$ cat src/rtl/led_mode_sequencer.sv
// Single-button LED mode sequencer: a short press steps the blink rate, a long press
// toggles blinking on/off. The raw button is synchronized and debounced before use.
module led_mode_sequencer #(
  parameter int         DEBOUNCE_CYCLES   = 16,
  parameter int         LONG_PRESS_CYCLES = 256,
  parameter logic [3:0] MIN_RATE          = 4'd0,
  parameter logic [3:0] MAX_RATE          = 4'd15,
  parameter logic [3:0] RESET_RATE        = 4'd4
) (
  input  logic       i_clk,
  input  logic       i_rst_n,
  input  logic       i_btn,
  output logic       o_enable,
  output logic [3:0] o_blink_rate,
  output logic       o_short_pulse,
  output logic       o_long_pulse
);

  localparam logic [15:0] DEB_LAST  = 16'(DEBOUNCE_CYCLES - 1);
  localparam logic [15:0] LONG_LAST = 16'(LONG_PRESS_CYCLES - 1);

  typedef enum logic [1:0] {
    IDLE      = 2'd0,
    PRESSED   = 2'd1,
    LONG_HELD = 2'd2
  } state_t;

  state_t      state;
  logic        btn_meta_p0;
  logic        btn_sync;
  logic        btn_stable;
  logic [15:0] deb_cnt;
  logic [15:0] hold_cnt;

  // Steps the rate upward; at or beyond the top it folds back to the bottom, which also
  // keeps the rate fixed when the range collapses to a single value.
  function automatic logic [3:0] step_rate(input logic [3:0] rate);
    logic [3:0] nxt;
    if (rate >= MAX_RATE) begin
      nxt = MIN_RATE;
    end else begin
      nxt = rate + 4'd1;
    end
    return nxt;
  endfunction

  // Stage p0/p1: two-flop synchronizer for the asynchronous button
  always_ff @(posedge i_clk or negedge i_rst_n) begin
    if (!i_rst_n) begin
      btn_meta_p0 <= 1'b0;
      btn_sync    <= 1'b0;
    end else begin
      btn_meta_p0 <= i_btn;
      btn_sync    <= btn_meta_p0;
    end
  end

  // Debounce: any return to the stable level restarts the count from zero
  always_ff @(posedge i_clk or negedge i_rst_n) begin
    if (!i_rst_n) begin
      btn_stable <= 1'b0;
      deb_cnt    <= 16'd0;
    end else if (btn_sync == btn_stable) begin
      deb_cnt <= 16'd0;
    end else if (deb_cnt == DEB_LAST) begin
      btn_stable <= btn_sync;
      deb_cnt    <= 16'd0;
    end else begin
      deb_cnt <= deb_cnt + 16'd1;
    end
  end

  // Press classifier with registered actions
  always_ff @(posedge i_clk or negedge i_rst_n) begin
    if (!i_rst_n) begin
      state         <= IDLE;
      hold_cnt      <= 16'd0;
      o_enable      <= 1'b0;
      o_blink_rate  <= RESET_RATE;
      o_short_pulse <= 1'b0;
      o_long_pulse  <= 1'b0;
    end else begin
      o_short_pulse <= 1'b0;
      o_long_pulse  <= 1'b0;
      case (state)
        IDLE: begin
          if (btn_stable) begin
            state    <= PRESSED;
            hold_cnt <= 16'd0;
          end
        end
        PRESSED: begin
          if (!btn_stable) begin
            state         <= IDLE;
            o_short_pulse <= 1'b1;
            if (o_enable) begin
              o_blink_rate <= step_rate(o_blink_rate);
            end
          end else if (hold_cnt == LONG_LAST) begin
            state        <= LONG_HELD;
            o_long_pulse <= 1'b1;
            o_enable     <= ~o_enable;
          end else begin
            hold_cnt <= hold_cnt + 16'd1;
          end
        end
        LONG_HELD: begin
          if (!btn_stable) begin
            state <= IDLE;
          end
        end
        default: begin
          state <= IDLE;
        end
      endcase
    end
  end

endmodule

$ cat config.mk
export PLATFORM = sky130hd
export DESIGN_NAME = led_mode_sequencer
export DESIGN_NICKNAME = d
export VERILOG_FILES = /design/src/rtl/led_mode_sequencer.sv
export SDC_FILE = /design/constraint.sdc
export NUM_CORES = 1
export LEC_CHECK = 0
export CELL_PAD_IN_SITES_DETAIL_PLACEMENT = 1
export CELL_PAD_IN_SITES_GLOBAL_PLACEMENT = 1
export CORE_ASPECT_RATIO = 0.5
export CORE_MARGIN = 2
export CORE_UTILIZATION = 43
export DETAILED_ROUTE_END_ITERATION = 10
export GPL_ROUTABILITY_DRIVEN = 0
export PLACE_DENSITY = 0.73
export REMOVE_ABC_BUFFERS = 1
export SLEW_MARGIN = 15
export SYNTH_ARGS = -nofsm -noshare
export SYNTH_HDL_FRONTEND = slang
export SYNTH_SLANG_ARGS = --single-unit
export TNS_END_PERCENT = 50
$ cat constraint.sdc
create_clock -name i_clk -period 1.5 [get_ports i_clk]
set_input_delay 0.225 -clock i_clk [delete_from_list [all_inputs] [get_ports i_clk]]
set_output_delay 0.225 -clock i_clk [all_outputs]
set_load 0.005 [all_outputs]
== After elaboration in Yosys (flattened, before gate mapping) ==
Cells that the tools add are included.
Word-level totals
  register bits: 44
  bits in latches: 0
  bits in writable memories: 0
  memory bits (read-only): 0
  input port bits: 3
  output and inout port bits: 7
  word-level logic and storage cells: 51
  memories kept: 0
Cells by class
  add/sub/neg operators: 3
  $mul: 0
  div/mod/pow operators: 0
  magnitude comparators: 1
  equal/unequal tests: 10
  shift-type cells: 0
  mux-type cells: 17
  bitwise logic cells: 3
  reduce and logical (&&, ||, !) cells: 7
Operator list (count)
  2-to-1 mux 16 bit: 5
  adder 16 x 1 -> 16 bit (second input constant): 2
  one-hot mux 16 bit (2 select lines): 1
  equality test 16 x 4 -> 1 bit (second input constant): 1
  equality test 16 x 8 -> 1 bit (second input constant): 1
  AND reduction 3 bit: 3
  2-to-1 mux 2 bit: 4
  != test 2 bit (second input constant): 4
  one-hot mux 2 bit (3 select lines): 1
  2-to-1 mux 1 bit: 5
  adder 4 x 1 -> 4 bit (second input constant): 1
  >= comparator 4 bit (second input constant): 1
  2-to-1 mux 4 bit: 1
  AND reduction 4 bit: 1
  != test 3 bit (second input constant): 1
  NOT 1 bit: 3
  equality test 2 x 1 -> 1 bit (second input constant): 1
  equality test 2 bit (second input constant): 1
  zero test 2 bit: 1
  AND reduction 2 bit: 1
  nonzero test 2 bit: 1
  equality test 1 bit: 1

== Depth between registers and ports, before layout ==
Gate-level depths: netlist of run 1.
  depth after elaboration: 4
  gate-level depth with buffers: 6
  gate-level depth less buffers: 6

== Worst setup path after synthesis of run 1 ==
Ideal clock, no wire load.
  kind: register -> register
  start point: register hold_cnt[0]
  end point: register hold_cnt[14]
  setup time: 0.078 ns
  arrival time: 1.560 ns
  required time: 1.422 ns
  slack: -0.138 ns
  cell stages (with the launch flop): 6
  path buffers: 0
  clock period less this slack: 1.638 ns
  cell sequence: dfrtp_1 > ha_1 > nand3_2 > or3_4 > or3_1 > a21oi_1
On the way
  cells in the longest elaborated chain, start to end: 4
  elaborated cells between the ends (all ways): 7
  those cells by class: 1 x add/sub; 2 x eq/ne; 3 x mux; 1 x reduce/logical
Ends and longest elaborated chain
  from (decl): RTL line 33  | logic [15:0] hold_cnt;
  from (signal assigned): RTL line 104  | hold_cnt <= hold_cnt + 16'd1;
  adder 16 x 1 -> 16 bit: RTL line 104
  2-to-1 mux 16 bit: RTL line 99  | end else if (hold_cnt == LONG_LAST) begin
  2-to-1 mux 16 bit: RTL line 93  | if (!btn_stable) begin
  one-hot mux 16 bit (2 select lines): RTL line 85  | case (state)
Several ways; a longest one is shown, not always the timed one. The select of a mux whose other input is x is not followed.
A chain may end at the register's enable or synchronous reset.

== Worst setup path in the final report of run 1 ==
  start point: register hold_cnt[11]
  end point: register hold_cnt[0]
On the way
  cells in the longest elaborated chain, start to end: 3
Ends and longest elaborated chain (RTL line)
  equality test 16 x 8 -> 1 bit: 99
  != test 2 bit (no source line)
  AND reduction 4 bit (no source line)
No other way between the ends.

==> metrics.txt, run 1 <==
# TYPE chip_impl_metric gauge
chip_impl_metric{name="net-switching-power",unit="mW"} 0.473
chip_impl_metric{name="remaining_drc_errors",unit=""} 0
chip_impl_metric{name="cellInternalPower",unit="mW"} 1.60
chip_impl_metric{name="clk_path_buf_depth",unit=""} 2
chip_impl_metric{name="fin_crit_sh",unit=""} 1.14
chip_impl_info{name="synth_most_common_cell",value="sky130_fd_sc_hd__dfrtp_1"} 1
chip_impl_info{name="cp-end-kind",value="flop"} 1
chip_impl_metric{name="count_of_warnings_emitted_by_yosys",unit=""} 0
chip_impl_metric{name="pre_repair_dr_iteration_count",unit=""} 4
chip_impl_metric{name="fin_ws",unit="ns"} -0.217
chip_impl_metric{name="synthDistinctLibCells",unit=""} 48
chip_impl_metric{name="worst_skew_pair.late_latency",unit="ns"} 0.30
chip_impl_info{name="status",value="finished with violations"} 1
chip_impl_info{name="worst_setup_path_start_kind",value="flop"} 1
chip_impl_info{name="hold_path_class",value="reg -> reg"} 1
chip_impl_metric{name="clock_tree.htree_level_count",unit=""} 2
chip_impl_metric{name="slew_headroom",unit=""} 0.644
chip_impl_metric{name="required",unit="ns"} 1.69
chip_impl_metric{name="synth-seq-cells",unit=""} 44
chip_impl_metric{name="clock-sinks",unit=""} 44
chip_impl_info{name="r2r_end",value="hold_cnt[0]$_DFFE_PN0P_"} 1
chip_impl_metric{name="placement.io_buffers",unit=""} 9
chip_impl_metric{name="number_of_synthesized_flops_with_an_enable_pin",unit=""} 0
chip_impl_metric{name="grt_antenna_before_repair",unit=""} 0
chip_impl_info{name="crit-reg2reg-launch",value="hold_cnt[11]$_DFFE_PN0P_"} 1
chip_impl_metric{name="finalMaxSlewViolations",unit=""} 0
chip_impl_metric{name="wirelength",unit="µm"} 7800
chip_impl_metric{name="die_area",unit="µm²"} 5870
chip_impl_metric{name="final_layout_size_suffix_gt1_frac",unit=""} 0.408
chip_impl_metric{name="wl_per_cell",unit="µm"} 21.5
chip_impl_metric{name="dpl.hpwl",unit="µm"} 4500
chip_impl_metric{name="yosys.area.top_type_share",unit=""} 0.478
chip_impl_metric{name="floorplan.io_pins",unit=""} 10
chip_impl_metric{name="number_of_failing_setup_endpoints_in_the_final_timing_report",unit=""} 14
chip_impl_metric{name="detail_route.iter0.violations",unit=""} 73
chip_impl_metric{name="worstMarginPinSlew",unit="ns"} 0.535
chip_impl_info{name="critPathKind",value="reg -> reg"} 1
chip_impl_metric{name="pwr-share-seq",unit=""} 0.580
chip_impl_info{name="clockRootBuffer",value="sky130_fd_sc_hd__clkbuf_8"} 1
chip_impl_metric{name="arrival",unit="ns"} 1.90
chip_impl_metric{name="route.vias.total",unit=""} 2111
chip_impl_metric{name="total_power_per_unit_cell_area",unit="nW/µm²"} 639
chip_impl_metric{name="yosysSeqAreaShare",unit=""} 0.489
chip_impl_metric{name="worst_r2r_path_depth",unit=""} 5
chip_impl_metric{name="critical_path_peak_fanout",unit=""} 6
chip_impl_info{name="synthFlopType",value="sky130_fd_sc_hd__dfrtp_1"} 1
chip_impl_metric{name="cts_buffers",unit=""} 5
chip_impl_metric{name="power.static_leakage",unit="nW"} 1.42
chip_impl_metric{name="fmax",unit="MHz"} 582
chip_impl_metric{name="first_global_vias",unit=""} 2165
chip_impl_metric{name="die_h",unit="µm"} 55.2
chip_impl_metric{name="start_util",unit=""} 0.452
chip_impl_metric{name="irDropWorstVdd",unit="µV"} 437
chip_impl_metric{name="pin_count_of_the_biggest_net_entering_global_routing",unit=""} 26
chip_impl_metric{name="nets",unit=""} 297
chip_impl_metric{name="max-cap-violations",unit=""} 0
chip_impl_metric{name="total_power",unit="mW"} 2.07
chip_impl_metric{name="area_occupied_by_multi_input_gates",unit="µm²"} 1360
chip_impl_metric{name="core_area",unit="µm²"} 4980
chip_impl_info{name="crit_path_start",value="hold_cnt[11]$_DFFE_PN0P_"} 1
chip_impl_metric{name="dpl-instance-area",unit="µm²"} 2750
chip_impl_metric{name="cts.clk_slew.worst_paths",unit="ns"} 0.09
chip_impl_metric{name="final_period_minus_worst_setup_slack",unit="ns"} 1.72
chip_impl_info{name="synth_largest_area_cell",value="sky130_fd_sc_hd__dfrtp_1"} 1
chip_impl_metric{name="area.sequential",unit="µm²"} 1110
chip_impl_metric{name="floorplan.die.width",unit="µm"} 106
chip_impl_metric{name="syn_to_final_growth",unit="%"} 44.2
chip_impl_metric{name="grt_remaining_overflow",unit=""} 0
chip_impl_metric{name="avgSynthCellArea",unit="µm²"} 10.1
chip_impl_info{name="setup.worst_path.end",value="hold_cnt[0]$_DFFE_PN0P_"} 1
chip_impl_info{name="tritoncts",value="yes"} 1
chip_impl_metric{name="power_frac_comb",unit=""} 0.036
chip_impl_metric{name="num_antenna_cells",unit=""} 0
chip_impl_metric{name="share_of_synthesized_flip_flops_with_an_asynchronous_set_or_reset",unit=""} 1.00
chip_impl_metric{name="hold_viol_final",unit=""} 0
chip_impl_metric{name="ant_nets",unit=""} 0
chip_impl_metric{name="syn-instance-count",unit=""} 224
chip_impl_info{name="most_numerous_cell_types_in_the_synthesized_netlist",value="sky130_fd_sc_hd__dfrtp_1 (43), sky130_fd_sc_hd__nor2_1 (27), sky130_fd_sc_hd__nand3_1 (15), sky130_fd_sc_hd__nand2_1 (13), sky130_fd_sc_hd__nor4_1 (11)"} 1
chip_impl_metric{name="globalRouteTotalUtil",unit=""} 0.235
chip_impl_metric{name="r2r_slack",unit="ns"} -0.22
chip_impl_metric{name="clock_group_share_of_total_power",unit=""} 0.384
chip_impl_info{name="setup_repair_after_global_routing_missed_its_margin",value="true"} 1
chip_impl_metric{name="switching_share",unit=""} 0.228
chip_impl_info{name="synth.area.top_cells",value="sky130_fd_sc_hd__dfrtp_1 (48%), sky130_fd_sc_hd__nor2_1 (4.5%), sky130_fd_sc_hd__xnor2_1 (3.5%), sky130_fd_sc_hd__nand3_1 (3.3%), sky130_fd_sc_hd__xor2_1 (3.1%)"} 1
chip_impl_metric{name="finClkSkew",unit="ns"} 0.00461
chip_impl_metric{name="viasPerCell",unit=""} 5.83
chip_impl_metric{name="filler_cell_count",unit=""} 524
chip_impl_metric{name="grt_first_pass_wirelength",unit="µm"} 10400
chip_impl_metric{name="finalInstanceArea",unit="µm²"} 3250
chip_impl_info{name="violations",value="setup timing"} 1
chip_impl_metric{name="num_rows",unit=""} 18
chip_impl_metric{name="syn_area",unit="µm²"} 2250
[kinds of logic after synthesis]
family	synth area share
xor gates and xnor gates	0.0661
and+or+nand+nor	0.261
DFF	0.489
muxes	0.0350
buffers and inverters	0.0272
adders and majority gates	0.0167
AOI/OAI and AO/OA	0.105
[sequential cells by signal, summed over array words and instances, names as in the netlist]
signal / flops
o_long_pulse: 1
state: 2
o_short_pulse: 1
hold_cnt: 16
deb_cnt: 16
o_enable: 1
o_blink_rate: 4
btn_sync: 1
btn_stable: 1
btn_meta_p0: 1
[power by group through the flow]
stage	Sequential, mW	Clock (mW)	Combinational (mW)
floorplan	1.22	0	0.0148
global placement	1.22	0	0.0648
detailed placement	1.22	0	0.0671
CTS	1.20	0.792	0.0704
global route	1.20	0.856	0.0849
finish	1.20	0.796	0.0748
[worst min-delay path by stage]
stage | from | to | cells past startpoint
final | btn_meta_p0$_DFF_PN0_ | btn_sync$_DFF_PN0_ | 0
after global routing | i_btn | btn_meta_p0$_DFF_PN0_ | 1
after CTS | btn_meta_p0$_DFF_PN0_ | btn_sync$_DFF_PN0_ | 0
after detailed placement | i_rst_n | deb_cnt[13]$_DFF_PN0_ | 1
after global placement | i_rst_n | deb_cnt[13]$_DFF_PN0_ | 1
after floorplan | i_rst_n | btn_meta_p0$_DFF_PN0_ | 0
[routing by layer]
layer / up-vias / part of all wire / global-route usage / wire length (µm)
met1: 1071 / 0.41 / 0.272 / 3220
met3: 33 / 0.038 / 0.0480 / 297
met2: 52 / 0.51 / 0.456 / 3970
li1: 955 / - / - / -
met5: - / 0 / 0 / 0
met4: 0 / 0.040 / 0.0746 / 315
[through the flow]
step	setup slack [ns]	util	setup TNS [ns]	hold WS, ns	instances
3_5_place_dp	-0.102	0.553	-0.459	0.221	342
6_report	-0.217	0.652	-1.58	0.364	362
2_1_floorplan	-0.148	-	-0.597	-0.0706	215
5_1_grt	-0.258	0.652	-3.63	0.371	362
4_1_cts	-0.104	0.590	-0.567	0.363	355
3_3_place_gp	-0.0443	0.553	-0.112	0.215	342
[layout by cell type, fill, tap and decap left out, types with 3 or more instances in the layout]
cell type,n
sky130_fd_sc_hd__mux2i_1,3
sky130_fd_sc_hd__clkdlybuf4s50_1,6
sky130_fd_sc_hd__clkbuf_8,6
sky130_fd_sc_hd__o21ai_0,3
sky130_fd_sc_hd__and3_4,3
sky130_fd_sc_hd__nor3_1,4
sky130_fd_sc_hd__nand2_1,12
sky130_fd_sc_hd__nor4_2,5
sky130_fd_sc_hd__nor3_2,3
sky130_fd_sc_hd__mux2_2,3
sky130_fd_sc_hd__buf_4,50
sky130_fd_sc_hd__nor2_1,26
sky130_fd_sc_hd__xnor2_1,9
sky130_fd_sc_hd__dfrtp_1,39
sky130_fd_sc_hd__a21oi_1,6
sky130_fd_sc_hd__nand4_1,8
sky130_fd_sc_hd__dfrtp_2,4
sky130_fd_sc_hd__nor4_1,4
sky130_fd_sc_hd__o21ai_1,4
sky130_fd_sc_hd__and3_1,3
sky130_fd_sc_hd__xor2_1,8
sky130_fd_sc_hd__nand3_1,13
sky130_fd_sc_hd__buf_6,8
sky130_fd_sc_hd__or3_4,3
sky130_fd_sc_hd__a21oi_2,3
[worst max-delay path, stage by stage (launching register included)]
cell                      delay [ns]
sky130_fd_sc_hd__dfrtp_2        0.45
sky130_fd_sc_hd__nor4b_4        0.36
sky130_fd_sc_hd__nand3_2        0.18
sky130_fd_sc_hd__o21ai_4        0.22
sky130_fd_sc_hd__inv_4          0.08
sky130_fd_sc_hd__mux2_4         0.31
[layout make-up]
| cell class | count | area share |
|---|---|---|
| clock buffer | 8 | 0.0277 |
| inverter | 4 | 0.00655 |
| multi-input combinational | 167 | 0.418 |
| sequential | 44 | 0.341 |
| tap | 70 | 0.0270 |
| timing repair buffer | 69 | 0.179 |
[timing repair]
action / CTS / global route
setup buffers: 4 / 8
hold endpoints to repair: 18 / 0
setup endpoints to repair: 13 / 37
hold buffers: 1 / 0
resized for setup: 14 / 53
pin swaps: 5 / 15
Power figures use the tool's default switching activity.
==> run 2: changes to the inputs <==
CORE_UTILIZATION = 35   (was 43)
PLACE_DENSITY = 0.59   (was 0.73)
clock period = 1.85 ns   (was 1.5 ns; I/O delays follow)
==> run 2 against run 1 <==
  * The run now ends clean
  * Core utilization fell by 21 points
  * Largest cell class is now registers
  * Clock skew grew 0.0016 ns
  * Non-clock buffer count fell by 36
==> metrics.txt, run 2 (synthesis results as in run 1) <==
# TYPE chip_impl_metric gauge
chip_impl_info{name="leading_cell_type_in_the_layout_fill_and_taps_excluded",value="sky130_fd_sc_hd__dfrtp_1"} 1
chip_impl_metric{name="route.vias.total",unit=""} 1836
chip_impl_metric{name="fin_crit_sh",unit=""} 0.915
chip_impl_metric{name="clock_group_share_of_total_power",unit=""} 0.463
chip_impl_info{name="clockRootBuffer",value="sky130_fd_sc_hd__clkbuf_16"} 1
chip_impl_info{name="crit-reg2reg-launch",value="hold_cnt[0]$_DFFE_PN0P_"} 1
chip_impl_metric{name="fin_ws",unit="ns"} 0.157
chip_impl_metric{name="pre_repair_dr_iteration_count",unit=""} 4
chip_impl_metric{name="power_frac_comb",unit=""} 0.023
chip_impl_metric{name="core_area",unit="µm²"} 6130
chip_impl_metric{name="routed-wl-met2",unit="µm"} 2510
chip_impl_metric{name="globalRouteTotalUtil",unit=""} 0.175
chip_impl_metric{name="floorplan.io_pins",unit=""} 10
chip_impl_metric{name="area_occupied_by_multi_input_gates",unit="µm²"} 1100
chip_impl_metric{name="grt_first_pass_wirelength",unit="µm"} 9720
chip_impl_metric{name="num_rows",unit=""} 20
chip_impl_metric{name="start_util",unit=""} 0.367
chip_impl_metric{name="final_period_minus_worst_setup_slack",unit="ns"} 1.69
chip_impl_metric{name="pwr-share-seq",unit=""} 0.514
chip_impl_metric{name="clock-sinks",unit=""} 44
chip_impl_metric{name="first_global_vias",unit=""} 1962
chip_impl_info{name="worst_setup_path_start_kind",value="flop"} 1
chip_impl_metric{name="fin_setup_tns",unit="ns"} 0
chip_impl_metric{name="detailroute.wirelength.met3",unit="µm"} 145
chip_impl_info{name="critical-path-top-delay-family",value="simple AND/OR/NAND/NOR gates"} 1
chip_impl_metric{name="grt_antenna_before_repair",unit=""} 0
chip_impl_metric{name="utilization_of_the_core_after_routing",unit=""} 0.446
chip_impl_info{name="hold_path_class",value="reg -> reg"} 1
chip_impl_metric{name="worst_skew_pair.late_latency",unit="ns"} 0.29
chip_impl_info{name="layout_common_cells",value="sky130_fd_sc_hd__dfrtp_1 (43), sky130_fd_sc_hd__nor2_1 (27), sky130_fd_sc_hd__buf_4 (23)"} 1
chip_impl_metric{name="nets",unit=""} 261
chip_impl_metric{name="ant_nets",unit=""} 0
chip_impl_metric{name="hold_viol_final",unit=""} 0
chip_impl_metric{name="placement.io_buffers",unit=""} 9
chip_impl_metric{name="cts.clk_slew.worst_paths",unit="ns"} 0.06
chip_impl_metric{name="clk_path_buf_depth",unit=""} 2
chip_impl_metric{name="syn_to_final_growth",unit="%"} 21.4
chip_impl_metric{name="area.sequential",unit="µm²"} 1100
chip_impl_info{name="status",value="finished clean"} 1
chip_impl_info{name="crit_path_cell_trace",value="buf_4 -> nand4_2 -> nor4_1 -> nor4b_1 -> a211o_1"} 1
chip_impl_metric{name="max-cap-violations",unit=""} 0
chip_impl_info{name="top_layer",value="met4"} 1
chip_impl_metric{name="detailedPlace.worstSlack",unit="ns"} 0.0608
chip_impl_metric{name="fmax",unit="MHz"} 591
chip_impl_metric{name="die_area",unit="µm²"} 7130
chip_impl_metric{name="detail_route.iter0.violations",unit=""} 66
chip_impl_info{name="top_regs",value="deb_cnt x16, hold_cnt x16, o_blink_rate x4"} 1
chip_impl_metric{name="finalMaxSlewViolations",unit=""} 0
chip_impl_metric{name="arrival",unit="ns"} 1.92
chip_impl_metric{name="power.static_leakage",unit="nW"} 1.15
chip_impl_metric{name="clock_tree.htree_level_count",unit=""} 2
chip_impl_metric{name="worst-path-buf-inv",unit=""} 1
chip_impl_metric{name="critical_path_peak_fanout",unit=""} 4
chip_impl_info{name="setup_repair_after_global_routing_missed_its_margin",value="false"} 1
chip_impl_info{name="hold_path.startpoint",value="btn_meta_p0$_DFF_PN0_"} 1
chip_impl_metric{name="met1_length",unit="µm"} 2860
chip_impl_metric{name="floorplan.die.width",unit="µm"} 117
chip_impl_metric{name="remaining_drc_errors",unit=""} 0
chip_impl_metric{name="final_layout_size_suffix_gt1_frac",unit=""} 0.184
chip_impl_metric{name="worstMarginPinSlew",unit="ns"} 0.508
chip_impl_metric{name="viasPerCell",unit=""} 5.34
chip_impl_metric{name="cts_buffers",unit=""} 5
chip_impl_metric{name="switching_share",unit=""} 0.220
chip_impl_metric{name="finClkSkew",unit="ns"} 0.00616
chip_impl_metric{name="net-switching-power",unit="mW"} 0.417
chip_impl_metric{name="filler_cell_count",unit=""} 703
chip_impl_info{name="tritoncts",value="yes"} 1
chip_impl_metric{name="number_of_failing_setup_endpoints_in_the_final_timing_report",unit=""} 0
chip_impl_metric{name="required",unit="ns"} 2.08
chip_impl_info{name="crit_path_start",value="hold_cnt[0]$_DFFE_PN0P_"} 1
chip_impl_metric{name="pin_count_of_the_biggest_net_entering_global_routing",unit=""} 24
chip_impl_metric{name="total_power_per_unit_cell_area",unit="nW/µm²"} 695
chip_impl_metric{name="cp_slowest_stage_delay",unit="ns"} 0.50
chip_impl_metric{name="wl_per_cell",unit="µm"} 16.2
chip_impl_info{name="slowest_cell_on_the_critical_path",value="sky130_fd_sc_hd__nor4_1"} 1
chip_impl_metric{name="total_power",unit="mW"} 1.90
chip_impl_info{name="cp-end-kind",value="flop"} 1
chip_impl_metric{name="dpl.hpwl",unit="µm"} 3930
chip_impl_metric{name="wirelength",unit="µm"} 5560
chip_impl_metric{name="irDropWorstVdd",unit="µV"} 382
chip_impl_metric{name="grt_remaining_overflow",unit=""} 0
chip_impl_metric{name="slew_headroom",unit=""} 0.661
chip_impl_metric{name="num_antenna_cells",unit=""} 0
chip_impl_metric{name="die_h",unit="µm"} 60.7
chip_impl_info{name="critPathKind",value="reg -> reg"} 1
chip_impl_metric{name="cellInternalPower",unit="mW"} 1.48
## run 2: changes by cell type in the layout (fill, tap and decap cells not counted), sizes merged
cell	delta
buf	-36
clkbuf	-2
clkdlybuf4s50	+2
clkinv	+1
dlygate4sd2	-1
dlymetal6s2s	-1
inv	+1
## run 2: routing by layer
layer  vias to the layer above  track usage
met5                         -            0
met4                         0       0.0465
met3                         8       0.0423
met2                        14        0.297
met1                       923        0.232
li1                        891            -
## run 2: final cells by class
type	count	area share
flip-flops and latches	44	0.403
multi-input cells	167	0.402
repair buffers	33	0.0979
clock buffers	6	0.0471
well taps	88	0.0403
inverters	4	0.00549
clock inverters	2	0.00457
## run 2: path summary, 6_finish.rpt
path                                            endpoint  slack [ns]  cells past startpoint
worst max-delay path            hold_cnt[15]$_DFFE_PN0P_        0.16                      5
worst min-delay path                  btn_sync$_DFF_PN0_        0.36                      0
worst max register to register  hold_cnt[15]$_DFFE_PN0P_        0.16                      5
worst min register to register        btn_sync$_DFF_PN0_        0.36                      0
max in group asynchronous       hold_cnt[13]$_DFFE_PN0P_        0.75                      3
min in group asynchronous          deb_cnt[15]$_DFF_PN0_        0.49                      2
## run 2: timing repair
action	CTS	global route
hold buffers	1	0
buffers inserted	0	1
hold endpoints to repair	20	0
endpoints found under the setup margin	0	3
gates resized for setup	0	2
## run 2: power by group through the flow
stage	registers, mW	clock network [mW]	logic, mW
after floorplan	0.993	0	0.0120
after global placement	0.993	0	0.0442
after detailed placement	0.994	0	0.0449
after CTS	0.976	0.916	0.0468
after global routing	0.977	0.956	0.0527
final	0.977	0.879	0.0441
## run 2: through the flow
stage	cells	area (µm²)	hold slack, ns
3_3_place_gp	334	2570	0.275
2_1_floorplan	215	2210	-0.0181
6_report	344	2740	0.359
5_1_grt	344	2740	0.360
4_1_cts	343	2720	0.361
3_5_place_dp	334	2570	0.286
==> run 3: changes to the inputs <==
SETUP_SLACK_MARGIN = 0.4   (was unset)
==> run 3 against run 2 <==
  * Core utilization increased by 9.6 points
  * Non-clock buffer count is 29 higher
  * First-iteration DRC count grew 9.1%
  * Design area rose by 21%
  * Total power is 2.9% higher
  * Sequential cell count stayed put
  * Register-to-register slack better by 0.10 ns
  * Combinational power up 56%
  * Final cell count up 8.4%
  * Hold slack got worse by 0.0068 ns
  * Sequential power about the same
  * Maximum frequency rose by 6.5%
==> metrics.txt, run 3 (synthesis results as in run 1) <==
# TYPE chip_impl_metric gauge
chip_impl_metric{name="max-cap-violations",unit=""} 0
chip_impl_metric{name="num_rows",unit=""} 20
chip_impl_metric{name="ant_nets",unit=""} 0
chip_impl_info{name="tritoncts",value="yes"} 1
chip_impl_metric{name="floorplan.die.width",unit="µm"} 117
chip_impl_info{name="setup_repair_after_global_routing_missed_its_margin",value="true"} 1
chip_impl_metric{name="die_h",unit="µm"} 60.7
chip_impl_info{name="slowest_cell_on_the_critical_path",value="sky130_fd_sc_hd__dfrtp_1"} 1
chip_impl_metric{name="floorplan.io_pins",unit=""} 10
chip_impl_metric{name="slew_headroom",unit=""} 0.656
chip_impl_metric{name="pre_repair_dr_iteration_count",unit=""} 4
chip_impl_metric{name="start_util",unit=""} 0.367
chip_impl_metric{name="finalHoldWorstSlack",unit="ns"} 0.352
chip_impl_metric{name="power_frac_comb",unit=""} 0.035
chip_impl_metric{name="die_area",unit="µm²"} 7130
chip_impl_metric{name="required",unit="ns"} 2.03
chip_impl_metric{name="worstMarginPinSlew",unit="ns"} 0.515
chip_impl_metric{name="pin_count_of_the_biggest_net_entering_global_routing",unit=""} 24
chip_impl_metric{name="first_global_vias",unit=""} 2112
chip_impl_metric{name="cp_slowest_stage_delay",unit="ns"} 0.43
chip_impl_metric{name="clock_tree.htree_level_count",unit=""} 2
chip_impl_metric{name="dpl.hpwl",unit="µm"} 3930
chip_impl_metric{name="syn_to_final_growth",unit="%"} 47.4
chip_impl_metric{name="switching_share",unit=""} 0.234
chip_impl_info{name="critPathKind",value="reg -> reg"} 1
chip_impl_info{name="layout_common_cells",value="sky130_fd_sc_hd__buf_4 (39), sky130_fd_sc_hd__dfrtp_1 (35), sky130_fd_sc_hd__nor2_1 (24)"} 1
chip_impl_info{name="hold_path_class",value="reg -> reg"} 1
chip_impl_info{name="top_regs",value="deb_cnt x16, hold_cnt x16, o_blink_rate x4"} 1
chip_impl_info{name="worst_setup_path_start_kind",value="flop"} 1
chip_impl_metric{name="number_of_failing_setup_endpoints_in_the_final_timing_report",unit=""} 0
chip_impl_metric{name="globalRouteTotalUtil",unit=""} 0.193
chip_impl_info{name="leading_cell_type_in_the_layout_fill_and_taps_excluded",value="sky130_fd_sc_hd__buf_4"} 1
chip_impl_metric{name="grt_remaining_overflow",unit=""} 0
chip_impl_metric{name="fmax",unit="MHz"} 629
chip_impl_metric{name="finalMaxSlewViolations",unit=""} 0
chip_impl_metric{name="route.vias.total",unit=""} 2006
chip_impl_metric{name="fin_crit_sh",unit=""} 0.859
chip_impl_metric{name="num_antenna_cells",unit=""} 0
chip_impl_metric{name="clock_group_share_of_total_power",unit=""} 0.466
chip_impl_metric{name="placement.io_buffers",unit=""} 9
chip_impl_metric{name="final_period_minus_worst_setup_slack",unit="ns"} 1.59
chip_impl_metric{name="net-switching-power",unit="mW"} 0.457
chip_impl_metric{name="core_area",unit="µm²"} 6130
chip_impl_metric{name="irDropWorstVdd",unit="µV"} 558
chip_impl_metric{name="pwr-share-seq",unit=""} 0.499
chip_impl_metric{name="cellInternalPower",unit="mW"} 1.50
chip_impl_metric{name="nets",unit=""} 290
chip_impl_metric{name="grt_first_pass_wirelength",unit="µm"} 10700
chip_impl_metric{name="wirelength",unit="µm"} 6950
chip_impl_metric{name="power.static_leakage",unit="nW"} 1.44
chip_impl_info{name="crit_path_cell_trace",value="nor4b_4 -> nand3_2 -> o21ai_4 -> inv_4 -> mux2_4"} 1
chip_impl_info{name="clockRootBuffer",value="sky130_fd_sc_hd__clkbuf_16"} 1
chip_impl_metric{name="clock-sinks",unit=""} 44
chip_impl_metric{name="grt_antenna_before_repair",unit=""} 0
chip_impl_info{name="status",value="finished clean"} 1
chip_impl_metric{name="remaining_drc_errors",unit=""} 0
chip_impl_metric{name="cts_buffers",unit=""} 5
chip_impl_metric{name="viasPerCell",unit=""} 5.38
chip_impl_metric{name="clk_path_buf_depth",unit=""} 2
chip_impl_metric{name="worst_skew_pair.late_latency",unit="ns"} 0.30
chip_impl_metric{name="detail_route.iter0.violations",unit=""} 72
chip_impl_metric{name="final_layout_size_suffix_gt1_frac",unit=""} 0.407
chip_impl_info{name="cp-end-kind",value="flop"} 1
chip_impl_metric{name="hold_viol_final",unit=""} 0
chip_impl_metric{name="cts.clk_slew.worst_paths",unit="ns"} 0.07
chip_impl_metric{name="wl_per_cell",unit="µm"} 18.6
chip_impl_metric{name="fin_setup_tns",unit="ns"} 0
chip_impl_metric{name="arrival",unit="ns"} 1.77
chip_impl_metric{name="total_power_per_unit_cell_area",unit="nW/µm²"} 589
chip_impl_metric{name="finClkSkew",unit="ns"} 0.00689
chip_impl_metric{name="critical_path_peak_fanout",unit=""} 7
## run 3: cell types whose count changed in the layout (fill, tap and decap cells not counted), sizes merged
| cell | previous run | this run |
|---|---|---|
| inv | 4 | 3 |
| dlygate4sd2 | 0 | 1 |
| dlymetal6s2s | 0 | 1 |
| clkdlybuf4s50 | 8 | 6 |
| clkinvlp | 1 | 2 |
| buf | 24 | 53 |
## run 3: final cells by class
type                       count  area [µm²]
fill                         668        2810
multi-input combinational    167        1380
timing repair buffer          62         553
inverter                       4        21.3
clock inverter                 2        12.5
tap                           88         110
sequential                    44        1110
clock buffer                   6         129
## run 3: path summary, 6_finish.rpt
path / from / endpoint / slack [ns] / cells past startpoint
max: hold_cnt[9]$_DFFE_PN0P_ / hold_cnt[0]$_DFFE_PN0P_ / 0.26 / 5
min: btn_meta_p0$_DFF_PN0_ / btn_sync$_DFF_PN0_ / 0.35 / 0
min reg2reg: btn_meta_p0$_DFF_PN0_ / btn_sync$_DFF_PN0_ / 0.35 / 0
max in group asynchronous: i_rst_n / hold_cnt[4]$_DFFE_PN0P_ / 0.75 / 3
max reg2reg: hold_cnt[9]$_DFFE_PN0P_ / hold_cnt[0]$_DFFE_PN0P_ / 0.26 / 5
min in group asynchronous: i_rst_n / deb_cnt[15]$_DFF_PN0_ / 0.48 / 2
## run 3: critical path, delay by kind of cell (launching register included)
kind            cells  cell delay (ns)
buf+inv             1             0.08
simple gates        2             0.47
flops               1             0.43
compound gates      1             0.20
mux                 1             0.29
## run 3: what timing repair did
action	CTS	global route
gates resized for setup	24	58
hold endpoints to repair	20	0
cloned	1	0
setup endpoints to repair	38	43
setup buffers	12	17
pin swaps	10	25
hold buffers	1	0
## run 3: power by group through the flow
| stage | Clock, mW | Sequential, mW | Combinational (mW) |
|---|---|---|---|
| floorplan | 0 | 0.993 | 0.0120 |
| global placement | 0 | 0.993 | 0.0442 |
| detailed placement | 0 | 0.994 | 0.0449 |
| CTS | 0.916 | 0.977 | 0.0534 |
| global route | 0.970 | 0.977 | 0.0777 |
| finish | 0.910 | 0.976 | 0.0688 |
## run 3: metrics by stage
stage           util  cell area, µm²  power (mW)  setup slack [ns]  instances
2_1_floorplan      -            2210        1.00             0.202        215
3_3_place_gp   0.419            2570        1.04             0.111        334
3_5_place_dp   0.419            2570        1.04            0.0608        334
4_1_cts        0.478            2930        1.95             0.248        356
5_1_grt        0.542            3320        2.02             0.195        373
6_report       0.542            3320        1.96             0.260        373
## run 3: metal layers
metal | track usage | routed length (µm)
met3 | 0.0451 | 187
met1 | 0.250 | 3310
met4 | 0.0637 | 96
met5 | 0 | 0
met2 | 0.332 | 3350
